===== src/rtl/scr1_dmi_chain_ctrl.sv =====
// DMI/DTMCS scan-chain controller: chain shift register, DMI request/response FSM, sticky status.
// Latency: capture/shift->ch_tdo_o 1 clk; update->dmi_req_o 1 clk; dmi_resp_i->dmi_req_o low 1 clk.
// Backpressure: DMI update while a request is outstanding sets sticky busy; updates dropped until dmireset.
module scr1_dmi_chain_ctrl #(
    parameter int unsigned DMI_AW      = 7,
    parameter int unsigned DMI_DW      = 32,
    parameter int unsigned TIMEOUT     = 255,
    parameter logic [1:0]  CH_ID_DTMCS = 2'd1,
    parameter logic [1:0]  CH_ID_DMI   = 2'd2
) (
    input  logic              clk,
    input  logic              rst_n,
    input  logic              ch_sel_i,
    input  logic [1:0]        ch_id_i,
    input  logic              ch_capture_i,
    input  logic              ch_shift_i,
    input  logic              ch_update_i,
    input  logic              ch_tdi_i,
    output logic              ch_tdo_o,
    output logic              dmi_req_o,
    output logic              dmi_wr_o,
    output logic [DMI_AW-1:0] dmi_addr_o,
    output logic [DMI_DW-1:0] dmi_wdata_o,
    input  logic              dmi_resp_i,
    input  logic [DMI_DW-1:0] dmi_rdata_i
);
    localparam int unsigned L        = DMI_AW + DMI_DW + 2;
    localparam logic [9:0]  TMO_LAST = 10'(TIMEOUT - 1);
    localparam logic [5:0]  ABITS    = 6'(DMI_AW);
    localparam logic [1:0]  STK_FAIL = 2'd2;
    localparam logic [1:0]  STK_BUSY = 2'd3;

    typedef enum logic {ST_IDLE = 1'b0, ST_REQ = 1'b1} state_t;

    typedef struct packed {
        logic              wr;
        logic [DMI_AW-1:0] addr;
        logic [DMI_DW-1:0] wdata;
    } dmi_req_t;

    state_t            state_q, state_d;
    logic [L-1:0]      shreg_q;
    logic [DMI_AW-1:0] last_addr_q;
    logic [DMI_DW-1:0] last_rdata_q;
    logic [1:0]        sticky_q;
    logic [9:0]        tmo_cnt_q;
    dmi_req_t          req_q;

    logic              sel_dmi, sel_dtm, sel_any;
    logic              upd, cap, sft;
    logic              hard_rst, soft_rst;
    logic              accept, busy_set, resp_take, tmo_hit;
    logic [1:0]        upd_op;
    logic [DMI_DW-1:0] upd_data;
    logic [DMI_AW-1:0] upd_addr;
    logic [31:0]       dtmcs_img;

    assign sel_dmi = ch_sel_i && (ch_id_i == CH_ID_DMI);
    assign sel_dtm = ch_sel_i && (ch_id_i == CH_ID_DTMCS);
    assign sel_any = sel_dmi || sel_dtm;

    // Only one strobe acts per cycle: update, then capture, then shift.
    assign upd = sel_any && ch_update_i;
    assign cap = sel_any && !ch_update_i && ch_capture_i;
    assign sft = sel_any && !ch_update_i && !ch_capture_i && ch_shift_i;

    assign hard_rst = upd && sel_dtm && shreg_q[17];
    assign soft_rst = upd && sel_dtm && shreg_q[16];

    assign upd_op   = shreg_q[1:0];
    assign upd_data = shreg_q[DMI_DW+1:2];
    assign upd_addr = shreg_q[L-1:DMI_DW+2];

    assign dtmcs_img = {14'b0, 1'b0, 1'b0, 1'b0, 3'd1, sticky_q, ABITS, 4'd1};

    always_comb begin
        state_d   = state_q;
        accept    = 1'b0;
        busy_set  = 1'b0;
        resp_take = 1'b0;
        tmo_hit   = 1'b0;
        case (state_q)
            ST_REQ: begin
                if (hard_rst) begin
                    state_d = ST_IDLE;
                end else if (dmi_resp_i) begin
                    resp_take = 1'b1;
                    state_d   = ST_IDLE;
                end else if (tmo_cnt_q == TMO_LAST) begin
                    tmo_hit = 1'b1;
                    state_d = ST_IDLE;
                end
            end
            default: ;
        endcase
        // A response in this cycle frees the FSM, so the update is taken as if idle.
        if (upd && sel_dmi && (sticky_q == 2'd0)) begin
            if ((state_q == ST_REQ) && !resp_take) begin
                busy_set = 1'b1;
            end else if ((upd_op == 2'd1) || (upd_op == 2'd2)) begin
                accept  = 1'b1;
                state_d = ST_REQ;
            end
        end
    end

    always_ff @(posedge clk) begin
        if (!rst_n) begin
            state_q      <= ST_IDLE;
            shreg_q      <= '0;
            last_addr_q  <= '0;
            last_rdata_q <= '0;
            sticky_q     <= '0;
            tmo_cnt_q    <= '0;
            req_q        <= '0;
        end else begin
            state_q <= state_d;

            if (cap) begin
                shreg_q <= sel_dmi ? {last_addr_q, last_rdata_q, sticky_q}
                                   : {{(L-32){1'b0}}, dtmcs_img};
            end else if (sft) begin
                if (sel_dmi) shreg_q <= {ch_tdi_i, shreg_q[L-1:1]};
                else         shreg_q[31:0] <= {ch_tdi_i, shreg_q[31:1]};
            end

            if (accept) begin
                req_q.wr    <= (upd_op == 2'd2);
                req_q.addr  <= upd_addr;
                req_q.wdata <= upd_data;
                last_addr_q <= upd_addr;
                tmo_cnt_q   <= '0;
            end else if (state_q == ST_REQ) begin
                tmo_cnt_q <= tmo_cnt_q + 10'd1;
            end

            if (resp_take && !req_q.wr) last_rdata_q <= dmi_rdata_i;

            if (hard_rst || soft_rst) sticky_q <= '0;
            if (busy_set)             sticky_q <= STK_BUSY;
            if (tmo_hit)              sticky_q <= STK_FAIL;
        end
    end

    assign ch_tdo_o    = shreg_q[0];
    assign dmi_req_o   = (state_q == ST_REQ);
    assign dmi_wr_o    = req_q.wr;
    assign dmi_addr_o  = req_q.addr;
    assign dmi_wdata_o = req_q.wdata;

endmodule

===== config.mk =====
export PLATFORM = sky130hd
export DESIGN_NAME = scr1_dmi_chain_ctrl
export DESIGN_NICKNAME = d
export VERILOG_FILES = /design/src/rtl/scr1_dmi_chain_ctrl.sv
export SDC_FILE = /design/constraint.sdc
export NUM_CORES = 1
export LEC_CHECK = 0
export BUFFER_PORTS_ARGS = -buffer_cell sky130_fd_sc_hd__buf_2
export CAP_MARGIN = 30
export CELL_PAD_IN_SITES_DETAIL_PLACEMENT = 1
export CELL_PAD_IN_SITES_GLOBAL_PLACEMENT = 1
export CORE_UTILIZATION = 43
export CTS_CLUSTER_DIAMETER = 150
export DETAILED_ROUTE_END_ITERATION = 10
export PLACE_DENSITY = 0.88
export SLEW_MARGIN = 20
export SYNTH_ARGS = -nofsm -noshare
export SYNTH_HDL_FRONTEND = slang
export SYNTH_SLANG_ARGS = --single-unit

===== constraint.sdc =====
create_clock -name clk -period 2.1 [get_ports clk]
set_input_delay 0.21 -clock clk [delete_from_list [all_inputs] [get_ports clk]]
set_output_delay 0.21 -clock clk [all_outputs]
set_load 0.01 [all_outputs]

# Yosys cells after proc, flatten, opt, wreduce, memory -nomap -nowiden
# Index checks and enable logic that the tools add are counted.
# word_totals
regBits,126
inputBits,42
out_inout_bits,42
word_cells,73
# op_classes
addsub,1
eq_ne,5
muxes,27
n_bitwise,1
n_reduce_logical,29
# ops
cell,count
$mux 41,3
$mux 32,1
$mux 1,19
$logic_and 1x1->1,14
$add 10x1->10 const B,1
$eq 10x8->1 const B,1
$mux 9,1
$mux 2,3
$reduce_bool 2->1,3
$eq 2x1->1 const B,2
$eq 2x2->1 const B,2
$logic_not 1->1,4
$reduce_or 2->1,2
$logic_or 1x1->1,3
$reduce_bool 3->1,1
$logic_not 2->1,1
$reduce_and 2->1,1
$not 1->1,1

# Depth between registers and ports, before layout
# logic_depth
ltp_word,14
ltp_mapped,6
ltp_nobuf,6

# Worst setup path before layout
# Ideal clock, no wire load.
# synth_timing
path_type,register -> register
startpoint,"reg state_q, in the netlist dmi_req_o"
endpoint,reg req_q (netlist bit dmi_addr_o[6])
setup_time_ns,0.072
arrival_time_ns,1.568
t_required_ns,2.028
setup_slack_ns,0.461
path_stages_with_launch,7
period_less_slack_ns,1.639
path_cell_list,dfxtp_1 -> clkbuf_1 -> nor2b_1 -> a31o_4 -> nor3_4 -> buf_6 -> mux2i_1
# synth_via
elab_chain_cells,5
# synth_rtl
element,line_no,text
from (decl),41,"state_t state_q, state_d;"
from (signal assigned),117,state_q <= state_d;
$mux 1,82,case (state_q)
$logic_not 1->1,98,if ((state_q == ST_REQ) && !resp_take) begin
$logic_and 1x1->1 (*),98,
$mux 1 (*),98,
$mux 1 (*),97,if (upd && sel_dmi && (sticky_q == 2'd0)) begin
to (decl),47,dmi_req_t req_q;
# Every way passes the cells marked *; elsewhere a longest branch is shown, timed or not.
# A chain may end at the register's enable or synchronous reset.

# Worst setup path in the final report
# layout_timing
startpoint,reg sticky_q[1]
endpoint,reg req_q (netlist bit dmi_wdata_o[2])
# layout_via
elab_chain_cells,3
# layout_rtl
element,line_no,text
from (decl),45,logic [1:0] sticky_q;
from (signal assigned),113,sticky_q <= '0;
from (signal assigned),139,if (hard_rst || soft_rst) sticky_q <= '0;
from (signal assigned),140,if (busy_set) sticky_q <= STK_BUSY;
$logic_not 2->1,97,
$logic_and 1x1->1,97,
$mux 1,97,
# No other way between the ends.

==> metrics.txt <==
# TYPE chip_impl_metric gauge
chip_impl_info{name="status",value="complete, but fails checks"} 1
chip_impl_info{name="violations",value="DRC"} 1
chip_impl_metric{name="transition_time_at_the_pin_with_the_least_slew_margin",unit="ns"} 0.592
chip_impl_metric{name="fp-row-count",unit=""} 39
chip_impl_info{name="startpoint_type",value="flop"} 1
chip_impl_metric{name="post_drt_via_cell_ratio",unit=""} 5.60
chip_impl_metric{name="postSynthRegisterBits",unit=""} 126
chip_impl_info{name="yosys-top-cells-area",value="dfxtp_1 (49%), mux2i_1 (14%), nand2_1 (8.7%)"} 1
chip_impl_metric{name="pin_count_of_the_biggest_net_entering_global_routing",unit=""} 91
chip_impl_metric{name="starting_drc_count_in_detailed_routing",unit=""} 218
chip_impl_metric{name="grt_usage",unit=""} 0.247
chip_impl_metric{name="die_w",unit="um"} 112
chip_impl_metric{name="final_hpwl_from_detailed_placement",unit="um"} 9860
chip_impl_info{name="synth_top_cell_by_area",value="dfxtp_1"} 1
chip_impl_metric{name="synthesis.area_per_instance",unit="um2"} 9.18
chip_impl_info{name="rsz0062_at_grt",value="false"} 1
chip_impl_metric{name="tritoncts.num_buffers",unit=""} 17
chip_impl_metric{name="finalSetupViolations",unit=""} 0
chip_impl_metric{name="ios",unit=""} 84
chip_impl_metric{name="routed_len_inst",unit="um"} 18.9
chip_impl_metric{name="finalHoldViolations",unit=""} 0
chip_impl_metric{name="power_leakage",unit="nW"} 2.35
chip_impl_metric{name="drive_above_1_share",unit=""} 0.204
chip_impl_info{name="root_buffer",value="clkbuf_16"} 1
chip_impl_metric{name="initial_util",unit=""} 0.449
chip_impl_metric{name="ctsResizeCount",unit=""} 0
chip_impl_metric{name="portBuffers",unit=""} 83
chip_impl_metric{name="async_reset_ff_frac",unit=""} 0
chip_impl_metric{name="detailroute.via_count",unit=""} 4456
chip_impl_metric{name="overflow",unit=""} 0
chip_impl_metric{name="nNetsFinal",unit=""} 685
chip_impl_info{name="crit_path_end_kind",value="flop"} 1
chip_impl_metric{name="detail_route.drc_violations",unit=""} 4
chip_impl_metric{name="fp.dieH",unit="um"} 112
chip_impl_info{name="synth_top_flop_cell",value="dfxtp_1"} 1
chip_impl_info{name="tritoncts_clock_tree",value="built"} 1
chip_impl_metric{name="place_congestion",unit=""} 0.788
chip_impl_metric{name="layout-area-overhead-vs-synth",unit="%"} 22.4
chip_impl_metric{name="number_of_synthesized_flops_with_an_enable_pin",unit=""} 0
chip_impl_metric{name="setup.reg_to_reg.worst_slack",unit="ns"} 0.27
chip_impl_metric{name="timing.final.crit_share",unit=""} 0.873
chip_impl_metric{name="antenna_found_initial",unit=""} 0
chip_impl_metric{name="placeableCoreArea",unit="um2"} 11600
chip_impl_metric{name="required",unit="ns"} 2.44
chip_impl_info{name="setup.worst_path.class",value="reg2reg"} 1
chip_impl_metric{name="finalWirelength",unit="um"} 15000
chip_impl_metric{name="max_freq",unit="MHz"} 546
chip_impl_metric{name="max-clock-path-buffers",unit=""} 2
chip_impl_metric{name="slew_headroom",unit=""} 0.602
chip_impl_metric{name="final_critical_path_setup_slack",unit="ns"} 0.267
chip_impl_metric{name="synth_cell_type_count",unit=""} 45
chip_impl_metric{name="power.density_cell_area",unit="nW/um2"} 897
chip_impl_metric{name="dp_slack",unit="ns"} 0.217
chip_impl_metric{name="seq_area_frac_synth",unit=""} 0.486
chip_impl_metric{name="wire_length_of_the_first_global_routing_pass",unit="um"} 24100
chip_impl_metric{name="worstPathArrival",unit="ns"} 2.17
chip_impl_metric{name="timing.hold.ws",unit="ns"} 0.0215
chip_impl_metric{name="synthesis.yosys.warnings",unit=""} 0
chip_impl_metric{name="max-vdd-ir-drop",unit="mV"} 0.506
chip_impl_metric{name="timing.final.crit_period",unit="ns"} 1.83
chip_impl_metric{name="syn_nets",unit=""} 610
chip_impl_metric{name="post_route_setup_tns",unit="ns"} 0
chip_impl_metric{name="clk_transition_reported_paths",unit="ns"} 0.06
chip_impl_metric{name="number_of_global_route_vias_before_repair",unit=""} 4698
chip_impl_metric{name="detailedRoute.firstPassIterationCount",unit=""} 8
chip_impl_metric{name="clk_latency",unit="ns"} 0.42
chip_impl_metric{name="synthCells",unit=""} 565
chip_impl_metric{name="post-cts-setup-buffer-count",unit=""} 0
chip_impl_metric{name="postRouteAntennaNets",unit=""} 0
chip_impl_metric{name="slew_violations",unit=""} 0
chip_impl_metric{name="htreeDepth",unit=""} 4
chip_impl_info{name="synth_top_cells_by_count",value="dfxtp_1 (126), nand2_1 (120), mux2i_1 (74), nor2_1 (52), a21oi_1 (27)"} 1
chip_impl_info{name="worstHoldPathType",value="in2reg"} 1
chip_impl_metric{name="post_cts_hold_buffer_count",unit=""} 0
chip_impl_metric{name="cts.sink_count",unit=""} 126
chip_impl_metric{name="yosys.area.top_type_share",unit=""} 0.486
chip_impl_metric{name="power.total",unit="mW"} 5.70
chip_impl_info{name="most_frequent_cell_after_synthesis",value="dfxtp_1"} 1
chip_impl_metric{name="synthesis.area",unit="um2"} 5190
chip_impl_metric{name="timing.clock.skew",unit="ns"} 0.00854
chip_impl_metric{name="die_area",unit="um2"} 12500
chip_impl_metric{name="antenna-diode-count",unit=""} 0
chip_impl_metric{name="critical_path_peak_fanout",unit=""} 16
chip_impl_metric{name="cap_violations",unit=""} 0
-- final cells by class --
| cell class | count | area [um2] |
|---|---|---|
| Fill cell | 1345 | 5210 |
| Sequential cell | 126 | 2520 |
| Multi-Input combinational cell | 395 | 2460 |
| Timing Repair Buffer | 97 | 571 |
| Clock buffer | 23 | 478 |
| Tap cell | 143 | 179 |
| Clock inverter | 9 | 133 |
| Inverter | 3 | 11.3 |
-- placed cells by master (no fill, tap or decap), types with 2 or more instances in the layout --
master and count:
a211oi_1 3, a21oi_1 27, a221oi_1 6, a222oi_1 2, a22oi_1 19, a311oi_1 5, a31oi_1 7, and3_1 4
and3b_1 2, and4_1 3, and4b_1 2, buf_12 4, buf_2 83, buf_4 10, bufinv_16 3, clkbuf_1 3
clkbuf_16 17, clkbuf_8 3, clkinv_2 2, clkinvlp_4 2, dfxtp_1 126, ha_1 3, inv_1 2, mux2_2 2
mux2i_1 74, nand2_1 120, nand3_1 15, nand3b_1 2, nand4_1 3, nand4b_1 2, nor2_1 52, nor2b_1 3
nor3_1 2, o2111a_1 2, o21ai_0 11, or3_1 2, xnor2_1 4, xor2_1 6
-- worst paths after layout --
| kind | start | to | cells past startpoint |
|---|---|---|---|
| worst min register to register | dmi_wdata_o[12]$_SDFFE_PN0P_ | dmi_wdata_o[12]$_SDFFE_PN0P_ | 2 |
| worst max-delay path | sticky_q[1]$_SDFFE_PN0P_ | dmi_wdata_o[2]$_SDFFE_PN0P_ | 5 |
| worst max register to register | sticky_q[1]$_SDFFE_PN0P_ | dmi_wdata_o[2]$_SDFFE_PN0P_ | 5 |
| worst min-delay path | dmi_rdata_i[11] | last_rdata_q[11]$_SDFFE_PN0P_ | 3 |
-- flip-flops by register name, summed over array words and instances, names as in the netlist --
| name | cells |
|---|---|
| shreg_q | 41 |
| dmi_wdata_o | 32 |
| last_rdata_q | 32 |
| tmo_cnt_q | 10 |
| dmi_addr_o | 7 |
| sticky_q | 2 |
| dmi_req_o | 1 |
| dmi_wr_o | 1 |
-- metal layers --
layer	global-route usage	wire [um]	part of all wire
met4	0.0919	253	0.017
met5	0	0	0
met1	0.294	6310	0.42
met3	0.0599	689	0.046
met2	0.429	7760	0.52
-- power breakdown --
group	total, mW	internal [mW]	switching, mW
Clock	3.05	1.96	1.09
Combinational	0.221	0.0762	0.145
Sequential	2.43	2.41	0.0172
-- worst max-delay path, cell delays in order, from the launching register on --
cell and delay [ns]:
dfxtp_1 0.34, nor4bb_1 0.39, nand2_1 0.22, nor3_4 0.22, buf_4 0.34, mux2i_1 0.25
-- stage by stage --
stage	std cells	area, um2	util
6_report	796	6350	0.549
5_1_grt	796	6350	0.549
4_1_cts	796	6350	0.549
3_5_place_dp	764	5740	0.497
3_3_place_gp	764	5740	0.497
2_1_floorplan	565	5190	-
-- kinds of logic (layout without fill, tap and decap cells) --
logic type,count (synthesis),count (layout),share of synthesized area
AND/OR/NAND/NOR,217,217,0.183
AO/OA/AOI/OAI,89,89,0.119
buffers and inverters,44,132,0.0412
multiplexers,76,76,0.147
adder cells (fa/ha/maj),3,3,0.00723
XOR/XNOR,10,10,0.0169
flip-flops,126,126,0.486
No activity file was read; power rests on OpenSTA's default activity.
